<file path="src/rtl/tc_timer.sv">
// tc_timer: memory-mapped countdown timer with interrupt request.
// Ports: clk, reset (async high), addr/we/wdata (store path), rdata (load path), irq.
// Map addr[3:2]: 00 CTRL {IM,MODE[1:0],EN}, 01 PRESET, 10 COUNT (RO), 11 reserved.
// Optional macro TC_AUTORELOAD_EN: stores MODE and enables MODE=01 auto-reload.
module tc_timer (
  input  logic        clk,
  input  logic        reset,
  input  logic [31:0] addr,
  input  logic        we,
  input  logic [31:0] wdata,
  output logic [31:0] rdata,
  output logic        irq
);

  typedef enum logic [1:0] {
    S_IDLE,
    S_LOAD,
    S_CNT,
    S_INT
  } state_t;

  state_t      r_state;
  logic        r_en;
  logic        r_im;
  logic        r_flag;
  logic [31:0] r_preset;
  logic [31:0] r_count;
  logic [1:0]  w_mode;
  logic        w_wr_ctrl;
  logic        w_wr_pre;
  logic        w_unused;

`ifdef TC_AUTORELOAD_EN
  logic [1:0]  r_mode;
  logic        w_auto;
  assign w_mode = r_mode;
  assign w_auto = (r_mode == 2'b01);
`else
  assign w_mode = 2'b00;
`endif

  assign w_wr_ctrl = we && (addr[3:2] == 2'b00);
  assign w_wr_pre  = we && (addr[3:2] == 2'b01);
  assign w_unused  = &{1'b0, addr[31:4], addr[1:0]};

  // FSM updates follow the CPU write so a flag set in the
  // same cycle overrides the write-side flag clear.
  always_ff @(posedge clk or posedge reset) begin
    if (reset) begin
      r_state  <= S_IDLE;
      r_en     <= 1'b0;
      r_im     <= 1'b0;
      r_flag   <= 1'b0;
      r_preset <= 32'd0;
      r_count  <= 32'd0;
`ifdef TC_AUTORELOAD_EN
      r_mode   <= 2'b00;
`endif
    end else begin
      if (w_wr_ctrl) begin
        r_en <= wdata[0];
        r_im <= wdata[3];
`ifdef TC_AUTORELOAD_EN
        r_mode <= wdata[2:1];
`endif
      end
      if (w_wr_pre) begin
        r_preset <= wdata;
      end
      if (w_wr_ctrl || w_wr_pre) begin
        r_flag <= 1'b0;
      end
      case (r_state)
        S_IDLE: begin
          if (r_en) begin
            r_state <= S_LOAD;
          end
        end
        S_LOAD: begin
          r_count <= r_preset;
          r_state <= r_en ? S_CNT : S_IDLE;
        end
        S_CNT: begin
          if (!r_en) begin
            r_state <= S_IDLE;
          end else if (r_count == 32'd0) begin
            r_state <= S_INT;
            r_flag  <= 1'b1;
          end else begin
            r_count <= r_count - 32'd1;
          end
        end
        S_INT: begin
`ifdef TC_AUTORELOAD_EN
          if (w_auto) begin
            r_flag  <= 1'b0;
            r_state <= S_LOAD;
          end else begin
            // a simultaneous CPU CTRL write keeps its EN value
            if (!w_wr_ctrl) begin
              r_en <= 1'b0;
            end
            r_state <= S_IDLE;
          end
`else
          if (!w_wr_ctrl) begin
            r_en <= 1'b0;
          end
          r_state <= S_IDLE;
`endif
        end
        default: r_state <= S_IDLE;
      endcase
    end
  end

  always_comb begin
    rdata = 32'd0;
    case (addr[3:2])
      2'b00:   rdata = {28'd0, r_im, w_mode, r_en};
      2'b01:   rdata = r_preset;
      2'b10:   rdata = r_count;
      default: rdata = 32'd0;
    endcase
  end

  assign irq = r_flag & r_im;

endmodule

</file>
<file path="config.mk">
export PLATFORM = sky130hd
export DESIGN_NAME = tc_timer
export DESIGN_NICKNAME = d
export VERILOG_FILES = /design/src/rtl/tc_timer.sv
export SDC_FILE = /design/constraint.sdc
export NUM_CORES = 1
export LEC_CHECK = 0
export ABC_AREA = 1
export CAP_MARGIN = 20
export CORE_MARGIN = 3
export CORE_UTILIZATION = 40
export CTS_BUF_LIST = sky130_fd_sc_hd__clkbuf_4 sky130_fd_sc_hd__clkbuf_8
export DETAILED_ROUTE_END_ITERATION = 10
export GPL_TIMING_DRIVEN = 1
export PLACE_DENSITY_LB_ADDON = 0.3
export SLEW_MARGIN = 20
export SYNTH_ARGS = -nofsm -noshare
export SYNTH_HDL_FRONTEND = slang
export SYNTH_SLANG_ARGS = --single-unit
</file>
<file path="constraint.sdc">
create_clock -name clk -period 2.5 [get_ports clk]
set_clock_uncertainty 0.2 [all_clocks]
set_input_delay 0.375 -clock clk [delete_from_list [all_inputs] [get_ports clk]]
set_output_delay 0.375 -clock clk [all_outputs]
set_load 0.01 [all_outputs]
</file>
Word level (Yosys, flattened, before mapping)
Index checks and enable logic that the tools add are counted.
{ "totals": {"regBits": 69, "input_bits": 67, "output_inout_bits": 33, "elab_cells": 42} }
{ "op_classes": {"addsub": 1, "n_eq_ne": 9, "muxes": 16, "bitwise_logic": 1, "reduce_logical": 9} }
{ "ops": {"columns": ["operator", "count"], "rows": [
  ["one-hot mux 32 bit (3 select lines)", 1],
  ["two-way mux 32 bit", 2],
  ["one-hot mux 32 bit (2 select lines)", 1],
  ["zero test 32 bit", 1],
  ["subtractor 32 x 1 -> 32 bit (second input constant)", 1],
  ["two-way mux 2 bit", 4],
  ["one-hot mux 2 bit (4 select lines)", 1],
  ["two-way mux 1 bit", 7],
  ["== test 2 bit (second input constant)", 3],
  ["inequality test 2 bit (second input constant)", 3],
  ["== test 2 x 1 -> 1 bit (second input constant)", 2],
  ["zero test 2 bit", 2],
  ["inequality test 3 bit (second input constant)", 1],
  ["AND reduction 3 bit", 1],
  ["logical AND 1 bit", 2],
  ["AND reduction 2 bit", 1],
  ["nonzero test 2 bit", 1],
  ["bitwise AND 1 bit", 1],
  ["logical OR 1 bit", 1]
]} }

Logic depth before layout (Yosys ltp)
Gate-level depths: netlist (run 1).
{ "logic_depth": {"word_depth": 7, "mapped_depth": 11, "depth_no_buf": 11} }

Worst setup path before layout (run 1)
OpenSTA, ideal clock, no wires.
{ "synth_timing": {"path_type": "input port to output port", "from": "in addr[2]", "to": "out rdata[10]", "t_arrival_ps": 1376, "required_ps": 1925, "setup_slack_ps": 549, "path_stages": 5, "n_path_buf": 1, "path_cell_list": "inv_1 nor2_1 clkinv_1 buf_2 o22ai_1"} }
{ "synth_via": {"elab_chain_len": 2, "elab_cells_between_ends": 4} }
{ "synth_lines": {"columns": ["element", "line_no", "source"], "rows": [
  ["start, declared", "8", "input logic [31:0] addr,"],
  ["== test 2 bit, or another cell as far along", "119", "case (addr[3:2])"],
  ["one-hot mux 32 bit (3 select lines) (*)", "119", null],
  ["end, declared", "11", "output logic [31:0] rdata,"]
]} }
Mark *: on every way between the ends. The rest lies on a longest branch, timed or not.

Final worst setup path (run 1)
{ "layout_timing": {"from": "in addr[2]", "to": "out rdata[30]"} }
The elaborated chain is that of the path after synthesis.

==> results by group, run 1 <==
Status
  • Status: finished, final reports clean

Synthesis
  • Post-Synthesis Cells: 632
  • Mapped cell area: 4400 µm²
  • Yosys warns: 0
  • Part of the Yosys area used for sequential elements: 39.2%
  • Flop and latch count out of synthesis: 69
  • Yosys cell types: 31
  • Post-Syn Area per Cell: 6.96 µm²
  • Syn Nets: 700

Cells and area
  • Filler cells: 1047
  • Commonest cells after routing, fill and taps aside: nand2_1, inv_1, nor2_1
  • Share of cells above drive strength 1: 10.7%
  • N_diodes: 0
  • Layout Cells excl Fill: 845
  • Layout Area Growth over Synthesis: 24.1%
  • # nets final: 772
  • Most common cell after layout, fill and taps aside: nand2_1

Clocking
  • Root Driver: clkbuf_8
  • Clk_lat worst skew: 360 ps
  • CTS clk-pin slew, worst paths: 80 ps
  • CTS max path bufs: 2
  • Cts bufs inserted: 9
  • CTS tree: yes
  • Htree depth: 3
  • Hold buffer count at cts: 0
  • Sink Count: 69

Route
  • Pre-antenna DRT Iters: 5
  • Via-to-Cell Ratio: 5.20
  • Drt total wl: 12800 µm
  • Iter 0 DRT Violations: 203
  • DR WL/cell: 15.1 µm
  • DRC: 0
  • Via count: 4390
  • Final ANT Viol Nets: 0

Global route
  • Grt total ovfl: 0
  • Initial antenna violation count: 0
  • Total track usage: 21.5%
  • First-pass GRT wire length: 21700 µm
  • Pin count of the biggest net entering global routing: 70
  • Number of global-route vias before repair: 4350

Setup path
  • Critical path arrival: 1800 ps
  • CP Capture Type: output pin
  • Crit Path Class: in2out
  • Crit path max fanout: 14
  • CP required: 1920 ps
  • Type of origin of the critical path: input pin
  • Critical path cell sequence: clkdlybuf4s50_1 > inv_1 > nor2_1 > clkinv_1 > buf_4 > o22ai_1 > dlygate4sd2_1
  • CP max-delay cell: clkdlybuf4s50_1
  • Max incr delay on CP: 480 ps

STA
  • Worst Tran Pin Value: 474 ps
  • RSZ-0062 raised after global routing: false
  • Post-route clock period utilization: 94.9%
  • Hold Violations, Final: 0
  • TNS Setup: 0 ps
  • WHS: 204 ps
  • Setup violators final: 0
  • FMAX: 421 MHz
  • Slew headroom: 68.3%
  • Tmin final: 2370 ps
  • Fin. max-slew vios: 0

Placement
  • Inst Count DP: 828
  • Input/output buffers: 69
  • Final Wtd Congestion: 0.901
  • DP Wirelength: 9360 µm

Pwr
  • Leakage: 2.68 nW
  • Power density cells: 954 nW/µm²
  • VDD IR max: 0.786 mV

Hold path
  • Worst min path class: in2async

Job
  • Max cap viols: 0

Floorplanning
  • Cell row count: 37
  • Top-level port count: 100
  • Die height: 111 µm
  • Die width: 111 µm
  • Initial Util: 41.9%
  • Die area: 12300 µm²
  • Core outline area: 10500 µm²
[cell families (layout without fill, tap and decap cells)]
family	count (synthesis)	after routing	synth area share, %
simple gates	342	342	34.4
buf+inv	109	186	10.7
compound gates	107	107	14.3
flops	69	69	39.2
mux	4	4	1.02
fa+ha+maj	1	1	0.284
[routing by layer]
layer	share of wire, %	vias to the layer above	global-route usage (%)
li1	-	2192	-
met1	46	2070	29.2
met2	47	105	35.4
met3	4.3	23	2.62
met4	2.3	0	7.47
met5	0	-	0
[synth_stat cells]
master    count  area [µm²]
nand2_2       5        31.3
nand3b_1      1        7.51
o31ai_1       1        7.51
o21ai_0      35         175
buf_1         2        7.51
buf_2         7        35.0
nand3_1      65         325
buf_6         5        56.3
nand4_1       5        31.3
nor2_1       82         308
nand4_4       1        21.3
inv_1        83         312
dfrtp_1      69        1730
nor2_4        2        22.5
o21ai_2      13         114
mux2_2        4        45.0
nand3_2       7        70.1
nand2_1     163         612
clkbuf_1     10        37.5
nor3_1        1        5.00
nor2_8        1        20.0
a21oi_1      27         135
nor2_2        8        50.1
buf_12        1        20.0
o21ai_1       2        10.0
o22ai_1      26         163
a211oi_1      1        7.51
ha_1          1        12.5
o221ai_1      2        17.5
nand2_4       1        11.3
clkinv_1      1        3.75
[power by group]
group          leakage, nW  internal [mW]  switching (mW)  total, mW
combinational         1.76          0.839            1.47       2.31
sequential           0.806           1.47           0.387       1.86
clock                0.114          0.574           0.473       1.05
[worst paths after layout]
| path | from | endpoint | slack [ps] | cells past startpoint |
|---|---|---|---|---|
| max | addr[2] | rdata[30] | 130 | 7 |
| min | reset | r_preset[2] | 200 | 3 |
| max reg2reg | r_count[0] | r_count[13] | 260 | 10 |
| min reg2reg | r_state[1] | r_state[0] | 290 | 1 |
| max in group asynchronous | reset | r_count[26] | 1580 | 3 |
| min in group clk | r_state[1] | r_state[0] | 290 | 1 |
[what timing repair did]
item	4_1_cts	5_1_grt
resized for setup	32	1
setup endpoints to repair	32	1
setup buffers	1	0
endpoints found under the hold margin	0	0
cloned	0	0
[final cells by class]
class	count	area [µm²]	area share (%)
multi-input cells	454	2200	40.3
clock inverters	6	87.6	1.60
clock buffers	10	131	2.40
repair buffers	86	830	15.2
well taps	136	170	3.11
flip-flops and latches	69	1730	31.6
inverters	84	315	5.77
[sequential cells by signal, indices dropped and copies added, names as in the netlist]
name and flops:
r_count 32, r_en 1, r_flag 1, r_im 1, r_preset 32, r_state 2
[stage by stage]
stage,area [µm²],utilization (%),total power [mW],setup slack (ps)
finish,5460,52.0,5.21,127
global route,5460,52.0,5.67,11.8
CTS,5460,52.0,5.23,115
detailed placement,5280,50.2,4.25,-170
global placement,5280,50.2,4.19,-190
floorplan,4400,-,3.48,185
[worst max-delay path: cells and delay by family]
family,cells,cell delay [ps]
buffers and inverters,5,1130
and+or+nand+nor,1,130
AOI/OAI and AO/OA,1,150
Note: power is estimated with default switching activity, not from simulation.
==> run 2, diff against run 1 <==
--- a/config.mk
+++ b/config.mk
@@ -6,7 +6,6 @@
 export NUM_CORES = 1
 export LEC_CHECK = 0
 export ABC_AREA = 1
-export CAP_MARGIN = 20
 export CORE_MARGIN = 3
 export CORE_UTILIZATION = 40
 export CTS_BUF_LIST = sky130_fd_sc_hd__clkbuf_4 sky130_fd_sc_hd__clkbuf_8
==> constraint.sdc (replaced) <==
create_clock -name clk -period 2.97 [get_ports clk]
set_clock_uncertainty 0.2 [all_clocks]
set_input_delay 0.4455 -clock clk [delete_from_list [all_inputs] [get_ports clk]]
set_output_delay 0.4455 -clock clk [all_outputs]
set_load 0.01 [all_outputs]
==> run 2 against run 1 <==
Compared with the run above:
- critical path depth unchanged
- via count fell by 1.5%
- first-iteration DRC count is 9.4% higher
- register-to-register slack better by 210 ps
- die area unchanged
- non-clock buffer count shrank 6
- sequential share of layout area increased by 0.080 points
- highest routed layer unchanged
==> results by group, run 2 (synthesis gave the netlist of run 1 again) <==
Floorplanning
  • Die width: 111 µm
  • Die height: 111 µm
  • Die area: 12300 µm²
  • Initial Util: 41.9%
  • Top-level port count: 100
  • Cell row count: 37
  • Core outline area: 10500 µm²

STA
  • Setup violators final: 0
  • Worst Tran Pin Value: 640 ps
  • RSZ-0062 raised after global routing: false
  • Slew headroom: 57.4%
  • TNS Setup: 0 ps
  • Post-route clock period utilization: 95.3%
  • Hold Violations, Final: 0
  • FMAX: 353 MHz
  • WHS: 264 ps
  • Fin. max-slew vios: 0
  • Tmin final: 2830 ps

Pwr
  • Power consumption: 4.42 mW
  • VDD IR max: 0.585 mV
  • Power density cells: 810 nW/µm²
  • Leakage: 2.55 nW

Global route
  • First-pass GRT wire length: 21800 µm
  • Number of global-route vias before repair: 4397
  • Initial antenna violation count: 0
  • Pin count of the biggest net entering global routing: 70
  • Total track usage: 21.6%
  • Grt total ovfl: 0

Route
  • DR WL/cell: 15.4 µm
  • DRC: 0
  • Via count: 4324
  • Via-to-Cell Ratio: 5.15
  • Pre-antenna DRT Iters: 5
  • Iter 0 DRT Violations: 222
  • Drt total wl: 12900 µm
  • Final ANT Viol Nets: 0

Clocking
  • Clk_lat worst skew: 350 ps
  • CTS max path bufs: 2
  • CTS tree: yes
  • CTS clk-pin slew, worst paths: 80 ps
  • Postcts setup bufs: 0
  • Cts bufs inserted: 9
  • Root Driver: clkbuf_8
  • Htree depth: 3
  • Cts repair resizes: 0
  • Hold buffer count at cts: 0
  • Sink Count: 69

Setup path
  • Reg2Reg Setup Slack: 470 ps
  • Crit path max fanout: 27
  • Critical path arrival: 2180 ps
  • Crit Path Class: in2out
  • CP Capture Type: output pin
  • Type of origin of the critical path: input pin
  • CP required: 2320 ps

Placement
  • Final Wtd Congestion: 0.890
  • Input/output buffers: 69
  • DP Wirelength: 9330 µm
  • Area after DPL: 5230 µm²

Cells and area
  • Share of cells above drive strength 1: 9.96%
  • Layout Area Growth over Synthesis: 23.8%
  • Most common cell after layout, fill and taps aside: nand2_1
  • Design Area, Final: 5450 µm²
  • Commonest cells after routing, fill and taps aside: nand2_1, inv_1, nor2_1
  • Regs by FF count: r_count (32), r_preset (32), r_state (2)
  • # nets final: 766
  • N_diodes: 0

Hold path
  • Worst min path class: in2async

Status
  • Status: finished, final reports clean

Job
  • Max cap viols: 0
[run 2: worst max-delay path, cell delays in order]
cell,delay [ps]
clkdlybuf4s50_1,470
inv_1,50
nor2_1,140
clkinv_1,130
buf_12,190
o22ai_1,180
clkdlybuf4s50_1,580
[run 2: final timing paths]
path	startpoint	endpoint	cells after the start
setup / recovery	addr[2]	rdata[31]	7
hold / removal	reset	r_preset[1]	3
setup reg to reg	r_count[0]	r_count[14]	9
hold reg to reg	r_preset[3]	r_preset[3]	2
max in group asynchronous	reset	r_count[30]	3
min in group clk	r_preset[3]	r_preset[3]	2
[run 2: routing by layer]
| layer | wire (µm) | track usage [%] | part of all wire (%) | up-vias |
|---|---|---|---|---|
| li1 | - | - | - | 2176 |
| met1 | 6030 | 29.9 | 47 | 2027 |
| met5 | 0 | 0 | 0 | - |
| met2 | 6030 | 34.0 | 47 | 103 |
| met4 | 257 | 7.72 | 2.0 | 0 |
| met3 | 619 | 3.98 | 4.8 | 18 |
[run 2: layout make-up]
class,instances,area [µm²]
tap,136,170
clock inverter,6,86.3
timing repair buffer,80,811
inverter,84,315
multi-input combinational,454,2200
clock buffer,10,138
sequential,69,1730
fill,1060,5060
[run 2: power by group]
part,internal [mW],switching (mW),leakage [nW]
Sequential,1.24,0.325,0.806
Clock,0.494,0.388,0.112
Combinational,0.730,1.24,1.63
[run 2: through the flow]
stage | util, % | setup WS [ps] | instances
floorplan | - | 585 | 632
global placement | 49.7 | 146 | 823
detailed placement | 49.7 | 141 | 823
CTS | 51.9 | 124 | 839
global route | 51.9 | 12.8 | 839
finish | 51.9 | 140 | 839
